--- src/rtl/tx_arbiter.sv ---
// tx_arbiter: round-robin arbiter that shares one tx serializer between
// NUM_REQ requesters through the tx_start / tx_pi / tx_busy handshake.
// Optional feature macro: TX_ARB_TIMEOUT_EN. When it is defined, a grant
// that never sees tx_busy rise within TIMEOUT_CYCLES START cycles is retired
// with an ack plus a timeout_err pulse. Without it, START waits indefinitely.
module tx_arbiter #(
    parameter int NUM_REQ        = 4,
    parameter int WIDTH          = 8,
    parameter int TIMEOUT_CYCLES = 16
) (
    input  logic                       clk,
    input  logic                       rst_n,
    input  logic [NUM_REQ-1:0]         req,
    input  logic [NUM_REQ*WIDTH-1:0]   req_data,
    output logic [NUM_REQ-1:0]         grant,
    output logic [NUM_REQ-1:0]         ack,
    output logic                       tx_start,
    output logic [WIDTH-1:0]           tx_pi,
    input  logic                       tx_busy,
    output logic                       arb_busy,
    output logic                       timeout_err
);

    localparam int PTR_W = (NUM_REQ > 1) ? $clog2(NUM_REQ) : 1;
    localparam logic [PTR_W-1:0] LAST_IDX = PTR_W'(NUM_REQ - 1);
    localparam logic [NUM_REQ-1:0] ONE_HOT0 = {{(NUM_REQ-1){1'b0}}, 1'b1};

    typedef enum logic [1:0] {
        IDLE  = 2'd0,
        START = 2'd1,
        SEND  = 2'd2,
        DONE  = 2'd3
    } state_t;

    state_t           state;
    logic [PTR_W-1:0] ptr;
    logic [PTR_W-1:0] owner;
    logic [PTR_W-1:0] winner;
    logic [PTR_W-1:0] scan_idx;
    logic             found;
    logic [PTR_W-1:0] next_ptr;

`ifdef TX_ARB_TIMEOUT_EN
    localparam int CNT_W = $clog2(TIMEOUT_CYCLES + 1);
    localparam logic [CNT_W-1:0] CNT_LAST = CNT_W'(TIMEOUT_CYCLES - 1);
    logic [CNT_W-1:0] tmo_cnt;
`else
    assign timeout_err = 1'b0;
`endif

    // Every state except IDLE counts as busy; state is registered so this is glitch-free.
    assign arb_busy = (state != IDLE);

    // Owner's successor with explicit wrap so non-power-of-two NUM_REQ works.
    assign next_ptr = (owner == LAST_IDX) ? '0 : owner + 1'b1;

    // Round-robin search starting at ptr, wrapping modulo NUM_REQ.
    always_comb begin
        found    = 1'b0;
        winner   = '0;
        scan_idx = ptr;
        for (int i = 0; i < NUM_REQ; i++) begin
            if (!found && req[scan_idx]) begin
                found  = 1'b1;
                winner = scan_idx;
            end
            scan_idx = (scan_idx == LAST_IDX) ? '0 : scan_idx + 1'b1;
        end
    end

    // Transaction FSM with registered grant/ack/tx_start/tx_pi outputs.
    always_ff @(posedge clk or negedge rst_n) begin
        if (!rst_n) begin
            state    <= IDLE;
            ptr      <= '0;
            owner    <= '0;
            grant    <= '0;
            ack      <= '0;
            tx_start <= 1'b0;
            tx_pi    <= '0;
`ifdef TX_ARB_TIMEOUT_EN
            tmo_cnt     <= '0;
            timeout_err <= 1'b0;
`endif
        end else begin
            case (state)
                IDLE: begin
                    // Holding off while tx_busy is high lets an in-flight frame finish.
                    if (found && !tx_busy) begin
                        owner    <= winner;
                        grant    <= ONE_HOT0 << winner;
                        tx_pi    <= req_data[int'(winner)*WIDTH +: WIDTH];
                        tx_start <= 1'b1;
                        state    <= START;
`ifdef TX_ARB_TIMEOUT_EN
                        tmo_cnt  <= '0;
`endif
                    end
                end
                START: begin
                    if (tx_busy) begin
                        tx_start <= 1'b0;
                        state    <= SEND;
                    end
`ifdef TX_ARB_TIMEOUT_EN
                    else if (tmo_cnt == CNT_LAST) begin
                        // Serializer never accepted the byte: retire the grant anyway.
                        tx_start    <= 1'b0;
                        grant       <= '0;
                        ack         <= ONE_HOT0 << owner;
                        timeout_err <= 1'b1;
                        ptr         <= next_ptr;
                        state       <= DONE;
                    end else begin
                        tmo_cnt <= tmo_cnt + 1'b1;
                    end
`endif
                end
                SEND: begin
                    if (!tx_busy) begin
                        ack   <= ONE_HOT0 << owner;
                        grant <= '0;
                        ptr   <= next_ptr;
                        state <= DONE;
                    end
                end
                DONE: begin
                    ack   <= '0;
                    state <= IDLE;
`ifdef TX_ARB_TIMEOUT_EN
                    timeout_err <= 1'b0;
`endif
                end
                default: state <= IDLE;
            endcase
        end
    end

endmodule

--- config.mk ---
export PLATFORM = sky130hd
export DESIGN_NAME = tx_arbiter
export DESIGN_NICKNAME = d
export VERILOG_FILES = /design/src/rtl/tx_arbiter.sv
export SDC_FILE = /design/constraint.sdc
export NUM_CORES = 1
export LEC_CHECK = 0
export BUFFER_PORTS_ARGS = -buffer_cell sky130_fd_sc_hd__buf_2
export CAP_MARGIN = 20
export CORE_MARGIN = 1.5
export CORE_UTILIZATION = 55
export DETAILED_ROUTE_END_ITERATION = 6
export MAX_ROUTING_LAYER = met4
export PLACE_DENSITY = 0.86
export SETUP_SLACK_MARGIN = 0.02
export SYNTH_ARGS = -nofsm -noshare
export SYNTH_HDL_FRONTEND = slang
export SYNTH_SLANG_ARGS = --single-unit
export TNS_END_PERCENT = 5
--- constraint.sdc ---
create_clock -name clk -period 7.1 [get_ports clk]
set_input_delay 0.71 -clock clk [delete_from_list [all_inputs] [get_ports clk]]
set_output_delay 0.71 -clock clk [all_outputs]
set_load 0.01 [all_outputs]
=== Word level (Yosys, flattened, before mapping) ===
Index checks and enable logic that the tools add are counted.

* Memories: 0
* ROM bits: 0
* Bits in registers: 23
* Memory bits (writable): 0
* Bits in latches: 0
* Word-level logic and storage cells: 80

* Div/mod/pow operators: 0
* Add/sub/neg operators: 4
* Multiply operators: 0
* Reduce and logical (&&, ||, !) cells: 19
* Bitwise operators: 1
* Equal/unequal tests: 10
* Multiplexer cells: 32
* Magnitude comparators: 4
* Shifts and indexed selects: 3

{| class="wikitable"
|+ Operators by type and width
! cell !! count
|-
| $shiftx A32 B6 Y8 || 1
|-
| $mux W2 || 11
|-
| $pmux W4 S2 || 2
|-
| $eq A2 B2 Y1 const B || 6
|-
| $lt A2 B3 Y1 const B || 4
|-
| $mux W4 || 3
|-
| $mux W1 || 10
|-
| $reduce_and A3 Y1 || 3
|-
| $add A2 B1 Y2 const B || 4
|-
| $bmux W1 S2 || 4
|-
| $pmux W2 S4 || 1
|-
| $reduce_bool A2 Y1 || 4
|-
| $shl A1 B2 Y4 const A || 2
|-
| $ne A2 B2 Y1 const B || 3
|-
| $reduce_and A2 Y1 || 3
|-
| $logic_and A1 B1 Y1 || 4
|-
| $logic_not A1 Y1 || 4
|-
| $eq A2 B1 Y1 const B || 1
|-
| $logic_not A2 Y1 || 1
|-
| $pmux W1 S2 || 1
|-
| $not A1 Y1 || 1
|}

=== Logic depth before layout (Yosys ltp) ===
* Word-level depth: 15
* Gate-level depth with buffers: 10

=== Least setup slack after synthesis ===
No wires, ideal clock.

* Path kind: input to register
* Start: input req[2]
* End: register state[1]
* Buffers on the path: 1
* Cell stages on the path: 6
* Arrival: 2.249 ns
* Setup slack: 4.726 ns
* Cell sequence: clkbuf_2 > mux4_2 > nor3_2 > o21ai_0 > nand3_1 > mux2_2

* Word-level cells in the longest chain between the ends: 15
* Elaborated cells between the ends (all ways): 21

{| class="wikitable"
|+ Ends and longest elaborated chain
! what !! line !! RTL
|-
| start: declaration || 13 || <nowiki>input logic [NUM_REQ-1:0] req,</nowiki>
|-
| $bmux W1 S2 || 63 || <nowiki>if (!found && req[scan_idx]) begin</nowiki>
|-
| $mux W1 (implied by the code) || 63 ||
|-
| $mux W1 || 63 ||
|-
| $logic_not A1 Y1 || 63 ||
|-
| $logic_and A1 B1 Y1 || 63 ||
|-
| $mux W1 || 63 ||
|-
| $logic_not A1 Y1 || 63 ||
|-
| $logic_and A1 B1 Y1 || 63 ||
|-
| $mux W1 || 63 ||
|-
| $logic_not A1 Y1 || 63 ||
|-
| $logic_and A1 B1 Y1 || 63 ||
|-
| $mux W1 * || 63 ||
|-
| $logic_and A1 B1 Y1 * || 89 || <nowiki>if (found && !tx_busy) begin</nowiki>
|-
| $ne A2 B2 Y1 (no source line) * || - ||
|-
| $reduce_and A3 Y1 (no source line) * || - ||
|-
| end signal: assignment || 74 || <nowiki>state <= IDLE;</nowiki>
|-
| end signal: assignment || 94 || <nowiki>state <= START;</nowiki>
|-
| end signal: assignment || 103 || <nowiki>state <= SEND;</nowiki>
|-
| end: declaration || 35 || <nowiki>state_t state;</nowiki>
|}

Every way passes the cells marked *; elsewhere a longest branch is shown, timed or not. The select of a mux whose other input is x is not followed.
A chain may end at the register's enable or synchronous reset.

=== Final worst setup path ===
* Start: register ptr[0]
* End: register tx_pi[6]

* Word-level cells in the longest chain between the ends: 14
* Elaborated cells between the ends (all ways): 34

{| class="wikitable"
|+ Ends and longest elaborated chain
! what !! line !! RTL
|-
| start: declaration || 36 || <nowiki>logic [PTR_W-1:0] ptr;</nowiki>
|-
| start signal: assignment || 123 || <nowiki>ptr <= next_ptr;</nowiki>
|-
| branches (longest 14 deep; another with $add A2 B1 Y2) || - ||
|-
| end signal: assignment || 92 || <nowiki>tx_pi <= req_data[int'(winner)*WIDTH +: WIDTH];</nowiki>
|-
| end: declaration || 18 || <nowiki>output logic [WIDTH-1:0] tx_pi,</nowiki>
|}

Parallel ways; which one is timed is not known. The select of a mux whose other input is x is not followed.

==> impl_metrics.yaml <==
clock_network:
  clk_path_buf_depth: 2
  cts_made_buffers: 3
  cts_setup_buffers: 0
  cts_tree: "yes"
  cts_hold_buf: 0
  root_buffer: "clkbuf_4"
  ctsResizeCount: 0
  clkLatencyLatePin_ns: 0.31
  clk_pin_slew_worst_paths_ns: 0.13
  htree_num_levels: 1
  clock_sinks: 23
min_path:
  min_path_type: "in2async"
global_route:
  grt_pass1_wl_mm: 6.40
  grt_pass1_vias: 1409
  grt_max_degree: 24
  overflow: 0
  antenna_found_initial: 0
  track_usage_pct: 24.3
synthesis:
  synth_flop_cell: "dfrtp_1"
  synth_cell_types: 47
  synthTopCellsByCount: "23 x dfrtp_1, 21 x inv_1, 16 x a211oi_1"
  syn_area_per_cell_sq_um: 9.57
  yosysTopAreaCell: "dfrtp_1"
  synth_most_common_cell: "dfrtp_1"
  async_reset_ff_share_pct: 100
  ys_seq_area_share_pct: 32.5
  synth_area_leaders: "dfrtp_1 33%, ha_1 7.1%, a211oi_1 6.8%"
  syn_inst: 185
  syn_area_sq_um: 1770
  synth-edff-count: 0
  ys_ff_latch: 23
  synth_nets: 234
  yosys_warnings: 0
  yosys.area.top_type_share_pct: 32.5
routing:
  via_count: 1595
  routed_wl_mm: 4.04
  drt_pre_antenna_iters: 4
  via_per_inst: 5.76
  drc: 0
  first_iter_violations: 73
  ant_nets: 0
  wire_per_inst_um: 14.6
placement:
  numPortBuffers: 56
  place_congestion: 0.903
  place_ws_ns: 4.23
  post-dp-hpwl_mm: 3.10
timing:
  finalWorstSetupSlack_ns: 4.19
  fin_setup_tns_ns: 0
  tightest_slew_ns: 0.571
  setup_viol: 0
  period_needed_ns: 2.91
  drv_slew: 0
  fin_crit_sh_pct: 41.0
  timing.fmax_mhz: 344
  hold_viol: 0
  fin_skew_ns: 0.00429
  slew_headroom_pct: 61.8
  rsz0062_at_grt: "no"
floorplanning:
  rows: 20
  start_util_pct: 58.0
  die_h_um: 59.7
  fp.dieW_um: 59.7
  ios: 58
  core-area_sq_um: 3050
  dieArea_sq_um: 3570
critical_path:
  crit_slowest_cell: "dfrtp_1"
  critPathKind: "reg2reg"
  crit_arrival_ns: 3.14
  worst-path-max-fanout: 20
  critPathMaxStageDelay_ns: 0.58
  worstSetupEndpointType: "flop"
  required_ns: 7.33
  path_cells: "ha_1, nand2_1, o32ai_2, a21o_2, a2111oi_0, a211oi_1"
  startpoint_type: "flop"
run_status:
  status: "finished, final reports clean"
cells_and_area:
  diodes: 0
  syn_to_final_growth_pct: 15.5
  final_nets: 283
  drive_above_1_share_pct: 34.3
job:
  drv_cap: 0
power_and_ir_drop:
  p_per_area_nw_per_um2: 455
  irDropWorstVdd_mv: 0.399
  p_leak_uw: 0.000967
-- final timing paths --
kind / from / to / slack [ns] / cells past startpoint
max: ptr[0] / tx_pi[6] / 4.19 / 6
max reg2reg: ptr[0] / tx_pi[6] / 4.19 / 6
min reg2reg: tx_start / tx_start / 0.53 / 1
min in group clk: tx_start / tx_start / 0.53 / 1
min: rst_n / state[0] / 0.35 / 1
max in group asynchronous: rst_n / tx_start / 6.41 / 1
-- flip-flops by register name (all words and copies together), names as in the netlist --
register  count
ack           4
grant         4
owner         2
ptr           2
state         2
tx_pi         8
tx_start      1
-- stage by stage --
step / instances / instance area (sq um) / hold WS (ns) / util, % / power, uW
3_3_place_gp: 273 / 2020 / 0.494 / 66.1 / 847
6_report: 277 / 2040 / 0.347 / 67.0 / 931
3_5_place_dp: 273 / 2020 / 0.496 / 66.1 / 866
5_1_grt: 277 / 2040 / 0.376 / 67.0 / 1010
2_1_floorplan: 185 / 1770 / 0.414 / - / 764
4_1_cts: 277 / 2040 / 0.358 / 67.0 / 930
-- cell type report --
class                      instances  area [sq um]
multi-input combinational        128          1020
fill                             260          1010
sequential                        23           576
timing repair buffer              57           288
inverter                          21          78.8
tap                               44          55.1
clock buffer                       3          22.5
clock inverter                     1          5.00
-- layout by cell type, fill, tap and decap left out, types with 2 or more instances in the layout --
master	synthesis	layout
nand2b_1	3	3
nand3_1	5	5
o22ai_1	2	2
dfrtp_1	23	23
buf_2	4	56
a31oi_1	2	2
a211oi_1	16	16
nor2_1	15	15
a2111oi_2	2	2
a2111oi_0	6	6
ha_1	10	10
inv_1	21	21
mux4_2	2	2
o32ai_2	2	2
or3_1	2	2
mux2_2	3	3
o21ai_0	8	8
mux2i_1	10	10
a21oi_1	3	3
clkbuf_4	0	3
nand2_1	12	12
a32oi_1	2	2
a22oi_1	2	2
-- cell families (layout without fill, tap and decap cells) --
family | count (synthesis) | in the layout | share of synthesized area [%]
and+or+nand+nor | 46 | 46 | 13.6
muxes | 16 | 16 | 10.9
adders and majority gates | 10 | 10 | 7.07
xor gates and xnor gates | 1 | 1 | 0.495
DFF | 23 | 23 | 32.5
AOI/OAI and AO/OA | 54 | 54 | 25.4
buffers and inverters | 34 | 82 | 9.89
other | 1 | 1 | 0.212
-- worst max-delay path, delay by kind of cell, from the launching register on --
family / cells / cell delay, ns
compound gates: 4 / 1.50
fa+ha+maj: 1 / 0.58
flops: 1 / 0.58
simple gates: 1 / 0.16
-- metal layers --
layer / routed length (um) / track usage [%] / part of all wire, % / vias up
li1: - / - / - / 775
met1: 1850 / 34.1 / 46 / 763
met2: 2010 / 36.3 / 50 / 51
met3: 137 / 3.03 / 3.4 / 6
met4: 56 / 8.57 / 1.4 / 0
met5: 0 / - / 0 / -
-- where the power goes --
part           total [uW]  switching [uW]  leakage [uW]  internal (uW)
combinational         622             364      0.000667            258
sequential            248            54.1      0.000282            194
clock                61.1            40.1     0.0000177           21.1
(Power assumes the default switching activity.)
